$ cat src/rtl/tpu_load_buffer.sv
// Operand store in front of the systolic MMU. It captures 4 weight bytes and
// then 4 input bytes from a serial stream, and serves registered reads to the MMU.
module tpu_load_buffer #(
  parameter int DATA_W = 8,
  parameter int DEPTH  = 8,
  parameter int ADDR_W = 3
) (
  input  logic              clk,
  input  logic              rst,
  input  logic              load_en,
  input  logic [DATA_W-1:0] data_in,
  input  logic              clear,
  input  logic [ADDR_W-1:0] mem_addr,
  output logic [DATA_W-1:0] rd_data,
  output logic [ADDR_W:0]   count,
  output logic              full,
  output logic              load_done,
  output logic              overflow
);

  localparam logic [ADDR_W:0] C_DEPTH = (ADDR_W+1)'(DEPTH);
  localparam logic [ADDR_W:0] C_LAST  = (ADDR_W+1)'(DEPTH - 1);

  logic [DATA_W-1:0] r_mem [DEPTH];
  logic [ADDR_W-1:0] r_wr_ptr;
  logic [ADDR_W:0]   r_count;
  logic              r_load_done;
  logic              r_overflow;
  logic [DATA_W-1:0] r_rd_data;

  logic w_full;
  logic w_wr_accept;

  // load_en is a one-cycle strobe with no back-pressure. A strobe that
  // arrives while full or together with clear is dropped.
  assign w_full      = (r_count == C_DEPTH);
  assign w_wr_accept = load_en && !clear && !w_full;

  always_ff @(posedge clk or negedge rst) begin
    if (!rst) begin
      for (int i = 0; i < DEPTH; i++) r_mem[i] <= '0;
    end else if (w_wr_accept) begin
      r_mem[r_wr_ptr] <= data_in;
    end
  end

  always_ff @(posedge clk or negedge rst) begin
    if (!rst) begin
      r_wr_ptr    <= '0;
      r_count     <= '0;
      r_load_done <= 1'b0;
      r_overflow  <= 1'b0;
    end else if (clear) begin
      r_wr_ptr    <= '0;
      r_count     <= '0;
      r_load_done <= 1'b0;
      r_overflow  <= 1'b0;
    end else begin
      r_load_done <= w_wr_accept && (r_count == C_LAST);
      if (w_wr_accept) begin
        r_wr_ptr <= r_wr_ptr + 1'b1;
        r_count  <= r_count + 1'b1;
      end
      if (load_en && w_full) r_overflow <= 1'b1;
    end
  end

  // No write-to-read bypass: a same-address collision returns the old byte.
  always_ff @(posedge clk or negedge rst) begin
    if (!rst) r_rd_data <= '0;
    else      r_rd_data <= r_mem[mem_addr];
  end

  assign rd_data   = r_rd_data;
  assign count     = r_count;
  assign full      = w_full;
  assign load_done = r_load_done;
  assign overflow  = r_overflow;

endmodule

$ cat config.mk
export PLATFORM = sky130hd
export DESIGN_NAME = tpu_load_buffer
export DESIGN_NICKNAME = d
export VERILOG_FILES = /design/src/rtl/tpu_load_buffer.sv
export SDC_FILE = /design/constraint.sdc
export NUM_CORES = 1
export LEC_CHECK = 0
export ABC_AREA = 0
export CORE_MARGIN = 10
export CORE_UTILIZATION = 52
export CTS_CLUSTER_SIZE = 14
export DETAILED_ROUTE_END_ITERATION = 6
export GPL_ROUTABILITY_DRIVEN = 0
export GPL_TIMING_DRIVEN = 0
export PLACE_DENSITY = 0.72
export RECOVER_POWER = 100
export SYNTH_ARGS = -nofsm -noshare
export SYNTH_HDL_FRONTEND = slang
export SYNTH_SLANG_ARGS = --single-unit
export TNS_END_PERCENT = 20
$ cat constraint.sdc
create_clock -name clk -period 2.5 [get_ports clk]
set_input_delay 0.5 -clock clk [delete_from_list [all_inputs] [get_ports clk]]
set_output_delay 0.5 -clock clk [all_outputs]
set_load 0.02 [all_outputs]
==> results of run 1 <==
==> synthesized netlist by cell type (all sizes together), types with 3 or more instances <==
library cell  count  area [sq um]
mux4             16           360
nand3             5          25.0
inv               4          17.5
a21oi             5          25.0
dfrtp            81          2030
nand4b            3          38.8
mux2             73           822
clkbuf            5          18.8
buf               5          22.5
ha                3          37.5
nor2              5          18.8
nand3b            3          30.0
o21ai             4          20.0
==> power groups by stage <==
stage | Clock (mW) | Combinational (mW) | Sequential, mW
2_1_floorplan | 0 | 0.257 | 1.57
3_3_place_gp | 0 | 0.418 | 1.56
3_5_place_dp | 0 | 0.430 | 1.57
4_1_cts | 1.11 | 0.432 | 1.54
5_1_grt | 1.16 | 0.448 | 1.56
6_report | 1.09 | 0.413 | 1.54
==> final cells by class <==
cell class	count	area [sq um]	share of cell area, %
Clock inverter	4	73.8	1.77
Tap cell	80	100	2.40
Clock buffer	12	155	3.71
Timing Repair Buffer	27	275	6.59
Multi-Input combinational cell	129	1490	35.6
Buffer	10	41.3	0.988
Sequential cell	81	2030	48.5
Inverter	4	17.5	0.419
==> flip-flops by register name, indices dropped and copies added, names as in the netlist <==
| register | flops |
|---|---|
| load_done | 1 |
| overflow | 1 |
| r_wr_ptr | 3 |
| rd_data | 8 |
| count | 4 |
| r_mem | 64 |
==> worst paths after layout <==
check / slack [ps] / start / to / cells past startpoint
max: 110 / clear / r_mem[3]$_DFFE_PN0P_ / 4
min: 500 / overflow$_DFFE_PN0P_ / overflow$_DFFE_PN0P_ / 2
max reg2reg: 280 / count[0]$_DFFE_PN0P_ / r_mem[3]$_DFFE_PN0P_ / 6
min reg2reg: 500 / overflow$_DFFE_PN0P_ / overflow$_DFFE_PN0P_ / 2
max in group asynchronous: 830 / rst / rd_data[3]$_DFF_PN0_ / 1
min in group asynchronous: 630 / rst / count[0]$_DFFE_PN0P_ / 1
==> through the flow <==
step           hold WS (ps)  instance area, sq um  std cells  power, mW  util [%]
2_1_floorplan           204                  3600        224       1.83         -
3_3_place_gp            481                  3960        330       1.98      58.6
3_5_place_dp            471                  3980        331       2.00      59.0
4_1_cts                94.9                  4210        347       3.08      62.4
5_1_grt                 521                  4180        347       3.17      61.8
6_report                497                  4180        347       3.04      61.8
==> routing by layer <==
metal	vias up	part of all wire (%)
met5	-	0
met4	0	1.1
met3	9	4.7
met2	34	47
met1	1052	47
li1	921	-
==> placed cells by master, fill, tap and decap left out, types with 2 or more instances in the layout <==
cell type and instances:
dlygate4sd3_1 16, nor2_1 5, o21ai_0 4, nand4b_1 3, clkdlybuf4s50_1 8, ha_1 3
clkbuf_8 11, dfrtp_1 81, buf_2 3, nand4_1 2, bufinv_16 2, nor4b_4 2
nand3b_2 2, mux4_2 16, a21oi_1 5, nand3_1 5, clkbuf_1 9, inv_1 3
mux2_2 73
==> cells by family after synthesis <==
group,after synthesis,share of synthesized area (%)
AO/OA/AOI/OAI,11,1.67
XOR/XNOR,1,0.243
adder cells (fa/ha/maj),3,1.04
buffers and inverters,14,1.63
flip-flops,81,56.3
multiplexers,89,32.9
AND/OR/NAND/NOR,25,6.22
==> worst max-delay path: stages <==
cell and delay, ps:
dlygate4sd3_1 580, nand3b_2 320, nor3_2 800, mux2_2 420
==> impl_summary.txt, run 1 <==
----------------------------------------------------
[Outcome]
  Result of the run ... finished, violations left
  Violated checks ... max-capacitance violations, max-slew violations

[Clock tree]
  CTS Hold Bufs ... 0
  Buffer cell driving the clock tree root ... clkbuf_8
  Worst-Skew Late Latency ... between 300 and 400 ps
  CTS tree ... built
  Cts repair resizes ... 0
  Post-CTS repair timing setup buffer count ... 0
  CTS Buf Count ... 9
  Clock slew at reported path FFs ... 80 ps
  Total clock sinks ... 81
  Largest buffer count on any clock path ... 2
  CTS H-tree depth ... 3

[Yosys]
  Count of state elements after synthesis ... a little over 80
  Sequential fraction of the synthesis area ... 56.3%
  Yosys warns ... 0
  Main flop type after synthesis ... dfrtp_1
  Number of nets produced by synthesis ... between 200 and 250
  Number of flops mapped to enable cells by yosys ... 0
  Syn avg cell area ... 16.1 sq um
  Synthesized instance count ... around 220
  Share of async-settable or async-resettable flops after synthesis ... 100%
  Synth unique cells ... 28
  Cell Area, Synth ... roughly 3600 sq um

[Route]
  Vias after detailed routing ... approximately 2000
  Number of DRC markers in iteration 0 ... 85
  DRC violation count after routing ... 0
  Vias per cell ... around 5.8
  Count of antenna-violating nets left after detailed routing ... 0
  Final Routed Wirelength ... 6990 um
  Drt first pass iters ... 5
  Detailed-route wire length per cell ... 20.1 um

[Die]
  Floorplan die height ... 103 um
  Count of boundary I/O pins ... 30
  CORE AREA ... 6760 sq um
  Total Die Area ... 10600 sq um
  Starting density of the core ... 53.3%
  Row count ... 30
  Floorplan die width ... 103 um

[GRT]
  Via count of the first global-routing pass ... 2056
  Total global-route track usage ... 14.0%
  Maximum number of pins on one net before global-route repair ... between 50 and 60
  Grt met1 use ... between 10% and 20%
  GR Layer Usage met3 ... 4.85%
  Overflow left after global routing ... 0
  Wire length of the first global-routing pass ... 11100 um
  Most used routing layer in global routing ... met2
  Met2 layer usage reported by global route ... 21.1%
  Antenna violations before repair ... 0

[Cells and area]
  Layout cell share with drive strength beyond 1 ... between 40% and 50%
  Area delta synth->final ... 16.1%
  Total Nets Final ... 280
  Filler Cell Count ... 539
  Antenna cell count ... 0

[STA]
  Min Clock Period, post-route ... 2390 ps
  Hold Violations, Final ... 0
  Worst Tran Pin Value ... between 1500 and 2000 ps
  Normalized max-slew margin ... -20.2%
  Highest achievable clock rate ... ~0.42 GHz
  Setup repair after global routing missed its margin ... false
  Slew Limit Fails ... 32
  Worst-case setup margin in the final layout ... 111 ps
  Clock Skew ... 6.69 ps
  # setup viols final ... 0
  Final sum of negative setup slack ... 0 ps
  Share of the clock period used by the worst path after layout ... 95.6%

[Critical path]
  Launching element type of the critical path ... input port
  Type of the worst setup path ... in2reg
  Sort of element at the end of the critical path ... flop
  Arr. time, crit path ... roughly 2600 ps
  Endpoint required time on the critical path ... 2740 ps
  Peak fanout along the critical path ... 8

[Power and ir drop]
  Fraction of power consumed by sequential logic ... 50.6%
  Worst ir drop on vdd ... 0.361 mV
  P_int ... 2.33 mW
  Fraction of power consumed by combinational cells ... 13.6%
  Static Leak ... 1.94 nW
  Switching part of the total ... 23.2%
  Ratio of total power to cell area ... 727 nW/um^2
  Switching power ... approximately 0.71 mW
  Part of the power in the clock network ... between 30% and 40%

[Place]
  Worst setup timing slack at the placement stage ... -73.7 ps
  Detail Placement HPWL ... 4380 um
  Count of buffers from port buffering ... 26

[Hold path]
  Worst min-delay path category ... reg2reg

[Job]
  Max Cap Violations ... 1

----------------------------------------------------
Note: power is estimated with default switching activity, not from simulation.
==> inputs of run 2 (changes only) <==
CORE_ASPECT_RATIO = 1.25   (was unset)
==> run 2 against run 1 <==
The flow now finishes without violations. Register-to-register slack is essentially flat. Clock power shrank 16%. Critical path depth increased by 1. Final area shrank 1.3%. Clock-buffer cell count decreased by 2. Die area rose by 0.20%. Non-clock buffer count is the same. Sequential power barely moved. Combinational power fell by 1%. Hold slack worse by 190 ps. Critical path type is now reg2out. Largest cell class unchanged. Highest routed layer unchanged.
==> impl_summary.txt, run 2 (synthesis results as in run 1) <==
----------------------------------------------------
[Clock tree]
  CTS Buf Count ... 9 (unchanged)
  Post-CTS repair timing setup buffer count ... 0 (unchanged)
  Clock slew at reported path FFs ... 80 ps (about the same)
  Buffer cell driving the clock tree root ... clkbuf_8 (unchanged)
  Total clock sinks ... 81 (unchanged)
  Largest buffer count on any clock path ... 2 (unchanged)
  CTS Hold Bufs ... 0 (unchanged)
  CTS tree ... built (unchanged)
  Worst-Skew Late Latency ... 330 ps (was 350 ps)
  Cts repair resizes ... 0 (unchanged)
  CTS H-tree depth ... 3 (unchanged)

[Die]
  Floorplan die width ... 94.4 um (was 103 um)
  Count of boundary I/O pins ... 30 (unchanged)
  Floorplan die height ... 113 um (was 103 um)
  Row count ... 33 (was 30)
  Starting density of the core ... 54.1% (was 53.3%)
  CORE AREA ... 6650 sq um (was 6760 sq um)
  Total Die Area ... 10700 sq um (was 10600 sq um)

[Cells and area]
  Final design area excluding fillers ... 4120 sq um (was 4180 sq um)
  Largest Register ... r_mem (unchanged)
  Top library cells by usage in the layout, fill and taps aside ... 81 x dfrtp_1, 73 x mux2_2, 16 x mux4_2 (was 81 x dfrtp_1, 73 x mux2_2, 16 x mux4_2, 16 x dlygate4sd3_1, 11 x clkbuf_8)
  Area delta synth->final ... 14.5% (was 16.1%)
  Flip-flop count of the largest register after layout ... 64 (unchanged)
  Total Nets Final ... 280 (unchanged)
  Area of the multi-input gates ... 1480 sq um (was 1490 sq um)
  Post-route non-filler standard cell count ... 352 (was 347)
  Leading cell type in the layout, fill and taps excluded ... dfrtp_1 (unchanged)
  Area used by sequential logic in the layout ... 2030 sq um (unchanged)
  Antenna cell count ... 0 (unchanged)
  Layout cell share with drive strength beyond 1 ... 43.0% (was 43.1%)
  Filler Cell Count ... 534 (was 539)

[Power and ir drop]
  Switching power ... 0.676 mW (was 0.706 mW)
  Part of the power in the clock network ... 31.9% (was 35.8%)
  Fraction of power consumed by combinational cells ... 14.3% (was 13.6%)
  Worst ir drop on vdd ... 0.520 mV (was 0.361 mV)
  Total Power Consumption ... 2.86 mW (was 3.04 mW)
  Static Leak ... 1.91 nW (was 1.94 nW)
  Fraction of power consumed by sequential logic ... 53.8% (was 50.6%)
  Ratio of total power to cell area ... 694 nW/um^2 (was 727 nW/um^2)
  Switching part of the total ... 23.7% (was 23.2%)
  P_int ... 2.18 mW (was 2.33 mW)

[Critical path]
  Type of the worst setup path ... reg2out (was in2reg)
  Endpoint required time on the critical path ... 2000 ps (was 2740 ps)
  Peak fanout along the critical path ... 10 (was 8)
  FF-to-FF setup slack ... 280 ps (about the same)
  Sort of element at the end of the critical path ... output port (was flop)
  CP delay by family, top ... buffers and inverters (was simple AND/OR/NAND/NOR gates)
  Critical path's slowest cell ... clkdlybuf4s50_1 (was nor3_2)
  Launching element type of the critical path ... flop (was input port)
  Endpoint of the worst register-to-register path ... r_mem[41]$_DFFE_PN0P_ (was r_mem[3]$_DFFE_PN0P_)
  Worst path buffer plus inverter count ... 3 (was 1)
  Path depth of the worst reg2reg path ... 6 (unchanged)
  Worst reg2reg path startpoint ... count[0]$_DFFE_PN0P_ (unchanged)
  Critical path, cell by cell ... inv_1 -> ha_1 -> nand3b_2 -> inv_4 -> clkdlybuf4s50_1 (was dlygate4sd3_1 -> nand3b_2 -> nor3_2 -> mux2_2)
  Largest incremental delay on the critical path ... 630 ps (was 800 ps)
  Arr. time, crit path ... 1900 ps (was 2630 ps)

[GRT]
  Via count of the first global-routing pass ... 2177 (was 2056)
  Wire length of the first global-routing pass ... 11500 um (was 11100 um)
  Met2 layer usage reported by global route ... 21.5% (was 21.1%)
  Overflow left after global routing ... 0 (unchanged)
  Antenna violations before repair ... 0 (unchanged)
  Grt met1 use ... 18.2% (was 18.7%)
  GR Layer Usage met3 ... 3.11% (was 4.85%)
  Total global-route track usage ... 13.9% (was 14.0%)
  Most used routing layer in global routing ... met2 (unchanged)
  Maximum number of pins on one net before global-route repair ... 42 (was 51)

[Place]
  Count of buffers from port buffering ... 26 (unchanged)
  Cell area after placement ... 3990 sq um (was 3980 sq um)
  Worst setup timing slack at the placement stage ... -69.2 ps (was -73.7 ps)
  Detail Placement HPWL ... 4480 um (was 4380 um)
  # placed instances ... 338 (was 331)

[Route]
  Vias after detailed routing ... 2025 (was 2016)
  Detailed-route wire length per cell ... 19.5 um (was 20.1 um)
  Drt first pass iters ... 4 (was 5)
  Number of DRC markers in iteration 0 ... 96 (was 85)
  Vias per cell ... 5.75 (was 5.81)
  Count of antenna-violating nets left after detailed routing ... 0 (unchanged)
  Final Routed Wirelength ... 6850 um (was 6990 um)
  DRC violation count after routing ... 0 (unchanged)

[STA]
  Final sum of negative setup slack ... 0 ps (unchanged)
  Highest achievable clock rate ... 0.416 GHz (was 0.419 GHz)
  Clock Skew ... 6.69 ps (about the same)
  Min Clock Period, post-route ... 2400 ps (was 2390 ps)
  Share of the clock period used by the worst path after layout ... 96.1% (was 95.6%)
  Normalized max-slew margin ... 33.1% (was -20.2%)
  # setup viols final ... 0 (unchanged)
  Worst-case setup margin in the final layout ... 98.5 ps (was 111 ps)
  Worst Tran Pin Value ... 1000 ps (was 1800 ps)
  Setup repair after global routing missed its margin ... false (unchanged)
  Hold Violations, Final ... 0 (unchanged)
  Slew Limit Fails ... 0 (was 32)

[Job]
  Max Cap Violations ... 0 (was 1)

[Hold path]
  Worst min-delay path category ... in2async (was reg2reg)

[Outcome]
  Result of the run ... complete, no violations (was finished, violations left)

----------------------------------------------------
-- run 2: changes by cell type in the layout (fill, tap and decap cells not counted), sizes merged --
| cell | change |
|---|---|
| dlygate4sd3 | -1 |
| clkinv | +2 |
| bufinv | -1 |
| buf | -2 |
| inv | -1 |
| clkdlybuf4s50 | +2 |
| clkbuf | -1 |
-- run 2: per-stage QoR --
step / util, % / hold slack, ps
after global routing: 62.0 / 376
after detailed placement: 59.9 / 488
final: 62.0 / 311
after CTS: 62.7 / 147
after floorplan: - / 204
after global placement: 59.7 / 478
-- run 2: cell type report --
| cell class | count | share of cell area, % |
|---|---|---|
| inverters | 4 | 0.425 |
| plain buffers | 10 | 1.00 |
| repair buffers | 27 | 6.31 |
| clock inverters | 4 | 1.09 |
| clock buffers | 10 | 3.34 |
| multi-input cells | 129 | 36.0 |
| flip-flops and latches | 81 | 49.2 |
| well taps | 87 | 2.64 |
-- run 2: power by group through the flow --
stage	clock network (mW)	registers (mW)	logic (mW)
floorplan	0	1.57	0.257
global route	0.989	1.56	0.451
CTS	0.939	1.54	0.434
finish	0.912	1.54	0.409
detailed placement	0	1.56	0.433
global placement	0	1.56	0.419
-- run 2: worst max-delay path by stage --
stage | startpoint | to | cells past startpoint
floorplan | count[0]$_DFFE_PN0P_ | r_mem[32]$_DFFE_PN0P_ | 6
global placement | rst | r_mem[50]$_DFFE_PN0P_ | 1
detailed placement | clear | r_mem[35]$_DFFE_PN0P_ | 4
CTS | count[0]$_DFFE_PN0P_ | full | 5
global route | count[0]$_DFFE_PN0P_ | full | 5
finish | count[0]$_DFFE_PN0P_ | full | 5
-- run 2: per-layer routing --
layer	vias to the layer above	wire length [um]
met3	11	262
met5	-	0
met1	1067	3140
met4	0	116
met2	30	3330
li1	917	-
==> inputs of run 3 (changes only) <==
ABC_AREA = unset   (was 0)
SLEW_MARGIN = 10   (was unset)
==> results of run 3 <==
Final layout, timing and power as in run 2 (identical DEF).
